[src/rtl/mult_pkg.sv]
`default_nettype none
// ============================================================================
//  Module   : mult_pkg
//  Purpose  : Shared types and constants for the shift-add multiplier control
//  Revision : 1.0  initial release
// ============================================================================
package mult_pkg;

    // Default operand width, which is also the iteration count.
    localparam int MULT_N = 8;

    // Sequencer states.
    typedef enum logic [2:0] {
        IDLE  = 3'd0,
        CLEAR = 3'd1,
        ADD   = 3'd2,
        SHIFT = 3'd3,
        HOLD  = 3'd4
    } state_t;

endpackage : mult_pkg
`default_nettype wire

[src/rtl/mult_sequencer_edge_detect.sv]
`default_nettype none
// ============================================================================
//  Module   : edge_detect
//  Purpose  : Rising-edge detector. Keeps the previous sample in a register,
//             so a level held high yields a single-cycle pulse.
//  Revision : 1.0  initial release
// ============================================================================
module edge_detect (
    input  logic Clk,
    input  logic Reset,
    input  logic in,
    output logic rise
);

    logic r_prev;

    // Register the previous input sample; cleared by reset.
    always_ff @(posedge Clk) begin
        if (Reset) begin
            r_prev <= 1'b0;
        end else begin
            r_prev <= in;
        end
    end

    assign rise = in & ~r_prev;

endmodule : edge_detect
`default_nettype wire

[src/rtl/mult_sequencer.sv]
`default_nettype none
// ============================================================================
//  Module   : mult_sequencer
//  Purpose  : Control FSM for an N-bit shift-add signed multiplier. Each Run
//             press clears X:A, then runs N add/sub + shift iterations; the
//             final iteration subtracts (two's-complement multiplier).
//             Operand load is accepted only while idle.
//  Revision : 1.0  initial release
// ============================================================================
module mult_sequencer
    import mult_pkg::*;
#(
    parameter int N = MULT_N
) (
    input  logic Clk,
    input  logic Reset,
    input  logic Run,
    input  logic ClearA_LoadB,
    input  logic M,
    output logic ClearXA,
    output logic LoadB,
    output logic Add,
    output logic Sub,
    output logic Shift,
    output logic Busy,
    output logic Done
);

    localparam int            CW   = (N > 1) ? $clog2(N) : 1;
    localparam logic [CW-1:0] LAST = CW'(N - 1);

    state_t        r_state;
    state_t        w_next;
    logic [CW-1:0] r_cnt;
    logic [CW-1:0] w_cnt_next;
    logic          w_run_rise;

    // One-cycle pulse on each fresh Run press.
    edge_detect u_run_edge (
        .Clk   (Clk),
        .Reset (Reset),
        .in    (Run),
        .rise  (w_run_rise)
    );

    // State and iteration counter; reset aborts any multiply in flight.
    always_ff @(posedge Clk) begin
        if (Reset) begin
            r_state <= IDLE;
            r_cnt   <= '0;
        end else begin
            r_state <= w_next;
            r_cnt   <= w_cnt_next;
        end
    end

    // Next-state and output decode. Add/Sub follow M combinationally so the
    // datapath sees the current multiplier bit in the ADD cycle itself.
    always_comb begin
        w_next     = r_state;
        w_cnt_next = r_cnt;
        ClearXA    = 1'b0;
        LoadB      = 1'b0;
        Add        = 1'b0;
        Sub        = 1'b0;
        Shift      = 1'b0;
        Busy       = 1'b0;
        Done       = 1'b0;
        case (r_state)
            IDLE: begin
                if (w_run_rise) begin
                    // A press takes priority over a simultaneous load request.
                    w_next = CLEAR;
                end else if (ClearA_LoadB) begin
                    LoadB   = 1'b1;
                    ClearXA = 1'b1;
                end
            end
            CLEAR: begin
                ClearXA    = 1'b1;
                Busy       = 1'b1;
                w_cnt_next = '0;
                w_next     = ADD;
            end
            ADD: begin
                Busy   = 1'b1;
                // The multiplier MSB carries negative weight, so the last
                // partial product is subtracted.
                if (r_cnt == LAST) begin
                    Sub = M;
                end else begin
                    Add = M;
                end
                w_next = SHIFT;
            end
            SHIFT: begin
                Shift = 1'b1;
                Busy  = 1'b1;
                if (r_cnt == LAST) begin
                    w_next = HOLD;
                end else begin
                    w_cnt_next = r_cnt + 1'b1;
                    w_next     = ADD;
                end
            end
            HOLD: begin
                // Held until Run is released, preventing an auto-restart.
                Done = 1'b1;
                if (!Run) begin
                    w_next = IDLE;
                end
            end
            default: begin
                w_next = IDLE;
            end
        endcase
    end

endmodule : mult_sequencer
`default_nettype wire

[config.mk]
export PLATFORM = sky130hd
export DESIGN_NAME = mult_sequencer
export DESIGN_NICKNAME = d
export VERILOG_FILES = /design/src/rtl/mult_pkg.sv /design/src/rtl/mult_sequencer_edge_detect.sv /design/src/rtl/mult_sequencer.sv
export SDC_FILE = /design/constraint.sdc
export NUM_CORES = 1
export LEC_CHECK = 0
export ABC_AREA = 1
export CAP_MARGIN = 0
export CORE_AREA = 2 2 39 41
export CTS_CLUSTER_DIAMETER = 200
export DETAILED_ROUTE_END_ITERATION = 12
export DIE_AREA = 0 0 41 43
export PLACE_DENSITY = 0.59
export SLEW_MARGIN = 15
export SYNTH_ARGS = -nofsm -noshare
export SYNTH_HDL_FRONTEND = slang
export SYNTH_SLANG_ARGS = --single-unit
[constraint.sdc]
create_clock -name Clk -period 2.25 [get_ports Clk]
set_input_delay 0.225 -clock Clk [delete_from_list [all_inputs] [get_ports Clk]]
set_output_delay 0.225 -clock Clk [all_outputs]
set_load 0.01 [all_outputs]
==> impl_results.md <==
* Worst-Margin Slew at between 0.2 and 0.3 ns
* Reg clk slew, reported paths at approximately 0.060 ns
* Final Cycle Share at roughly 87%
* Root Buffer: clkbuf_4
* CP Cell Sequence: ha_1 -> ha_1 -> inv_1 -> nor3_1 -> clkdlybuf4s50_1
* Status: finished, final reports clean
* Post-route insts no fill at 93
* Crit. path cell count at 5
* Leakage at about 0.26 nW
* Cts bufs inserted at 3
* Hold Crit Class: flop to flop
* Filler Cell Count at between 150 and 200
* Vias at between 400 and 500
* Clk sinks at 7
* Hold depth at 4
* Initial antenna violation count at 0
* Met1 usage at between 10% and 20%
* First-pass GRT wire length at 1.46 mm
* P&R area growth vs syn at 40.2%
* Slew headroom at a little over 80%
* Max-slew violations at 0
* Gate Count Post-Synth at between 60 and 70
* Via/cell ratio at between 4 and 5
* Port bufs at 11
* Starting Density at roughly 28%
* Die Ht at 43 µm
* Synth top cells by count: 13 x inv_1, 13 x nor2_1, 9 x nand2_1
* Gr ovfl total at 0
* Synthesis warning total at 0
* Mapped Avg Cell Area at 6.28 µm²
* Post-DP HPWL at 607 µm
* Crit path max fanout at 3
* Minimum clock period at just under 2 ns
* Drt pass-1 iters at 2
* Gr usage total at between 10% and 20%
* Placed Cells at 89
* Post-synth top flop: dfxtp_1
* I/O pin total at 12
* DRC Markers at 0
* Reg2reg setup slack at 1.00 ns
* Setup Crit Path Kind: flop to output port
* Largest net degree at the start of global routing at 9
* CTS tree: built
* Vias in the first global route at slightly below 400
* Die area at 1760 µm²
* Maximum VDD drop at approximately 0.2 mV
* Mapped Area at between 300 and 400 µm²
* Worst Path Buf+Inv at 2
* Share of layout cells above drive strength 1 at between 6 and 7%
* Setup Buffers After CTS at 0
* Clk buf depth at 2
* Post-synth cell types at 11
* CP max stage delay at approximately 0.56 ns
* CTS resizes at 0
* Critical path arrival at about 1.7 ns
* Asr flop ratio synth at 0%
* DRT antenna net count at 0
* Met2 Use GR at a little under a fifth
* Top Usage Layer GRT: met2
* Die Span X at around 41 µm
* Cell row count at 14
* Clk_lat worst skew at around 0.25 ns
* Number of synthesized register bits at 7
* Setup Viol. Count Final at 0
* Final wirelength at 758 µm
* Req. time, crit path at a little over 2 ns
* Reg2reg path depth at 6
* Nets at between 80 and 90
* Critical Path Sink Type: output port
* Synth area leader: dfxtp_1
* Finished Cell Area at between 500 and 600 µm²
* WL/cell at 8.15 µm
* Pwr/cell area at roughly 690 nW/µm²
* Placed cell areas at 519 µm²
* Final Hold Vio Count at 0
* Routability cong. at 0.758
* TNS Setup at 0 ns
* Top delay family on crit path: buffers and inverters
* Mapped Nets at 69
* Critical Path Start Type: flop
* Crit-path most repeated cell: ha_1
* Diode count at 0
* Core area at 1380 µm²
* Ranking of synthesized cells by area: dfxtp_1 36%, inv_1 13%, nor2_1 13%, nand3_1 10%, nand2_1 8.7%
* Met3 Usage GRT at under 10%
* Initial DRC Count at 1
* H-tree Lvls at 1
* Setup Skew at 0.00751 ns
* Max-cap violations at 0
* EDFF count, synth at 0
* Synth top area share at 36.0%
* Hold buffers post-CTS at 0
* Achievable frequency at around 510 MHz
* RSZ-0062 raised after global routing: no
* Critical-path top delay cell: clkdlybuf4s50_1
* Post-synthesis sequential area ratio at between 30% and 40%
==> cells by family (layout without fill, tap and decap cells) <==
family	after synthesis	in the layout	synth area share, %
AO/OA/AOI/OAI	5	5	6.43
adder cells (fa/ha/maj)	2	2	6.43
buffers and inverters	13	28	12.5
flip-flops	7	7	36.0
AND/OR/NAND/NOR	35	35	38.6
==> final cells by class <==
class                   count  area (µm²)  share of cell area (%)
repair buffers             11         110                    20.2
flip-flops and latches      7         140                    25.7
multi-input cells          42         200                    36.7
clock buffers               4        26.3                    4.82
well taps                  16        20.0                    3.67
inverters                  13        48.8                    8.94
==> stage by stage <==
step                hold slack [ns]  setup WS (ns)  util, %  power, mW
floorplan                     0.294           1.02        -      0.220
global placement              0.539          0.486     37.5      0.262
detailed placement            0.534          0.465     37.5      0.264
CTS                           0.552          0.270     39.4      0.379
global route                  0.588          0.155     39.4      0.403
finish                        0.547          0.284     39.4      0.374
==> worst register-to-register path, cell delays in order, from the launching register on <==
cell     delay, ns
dfxtp_1       0.32
ha_1          0.20
ha_1          0.20
inv_1         0.09
nand2_2       0.11
a21oi_1       0.16
nor2_1        0.06
==> state kept, by name, indices dropped and copies added (netlist names) <==
| register | count |
|---|---|
| r_cnt | 3 |
| r_state | 3 |
| u_run_edge.r_prev | 1 |
==> where the power goes <==
group	internal, mW	total (mW)	switching (mW)
clock network	0.0677	0.114	0.0468
logic	0.0534	0.108	0.0550
registers	0.139	0.151	0.0123
total	0.260	0.374	0.114
==> layout by cell type, fill, tap and decap left out, drive strengths merged <==
cell type	instances
o21ai	1
nand2	10
a21oi	4
nor3	3
ha	2
nand3	8
clkbuf	4
inv	13
dfxtp	7
clkdlybuf4s50	11
nor2	14
==> final timing paths <==
kind | from | to
hold reg to reg | r_cnt[2] | r_cnt[2]
hold / removal | r_cnt[2] | r_cnt[2]
setup reg to reg | r_cnt[0] | r_cnt[0]
setup / recovery | r_cnt[0] | Sub
==> metal layers <==
layer  routed length, µm  share of wire, %
met1                 358                47
met2                 364                48
met3                  35               4.6
met4                   0                 0
met5                   0                 0
No activity file was read; power rests on OpenSTA's default activity.
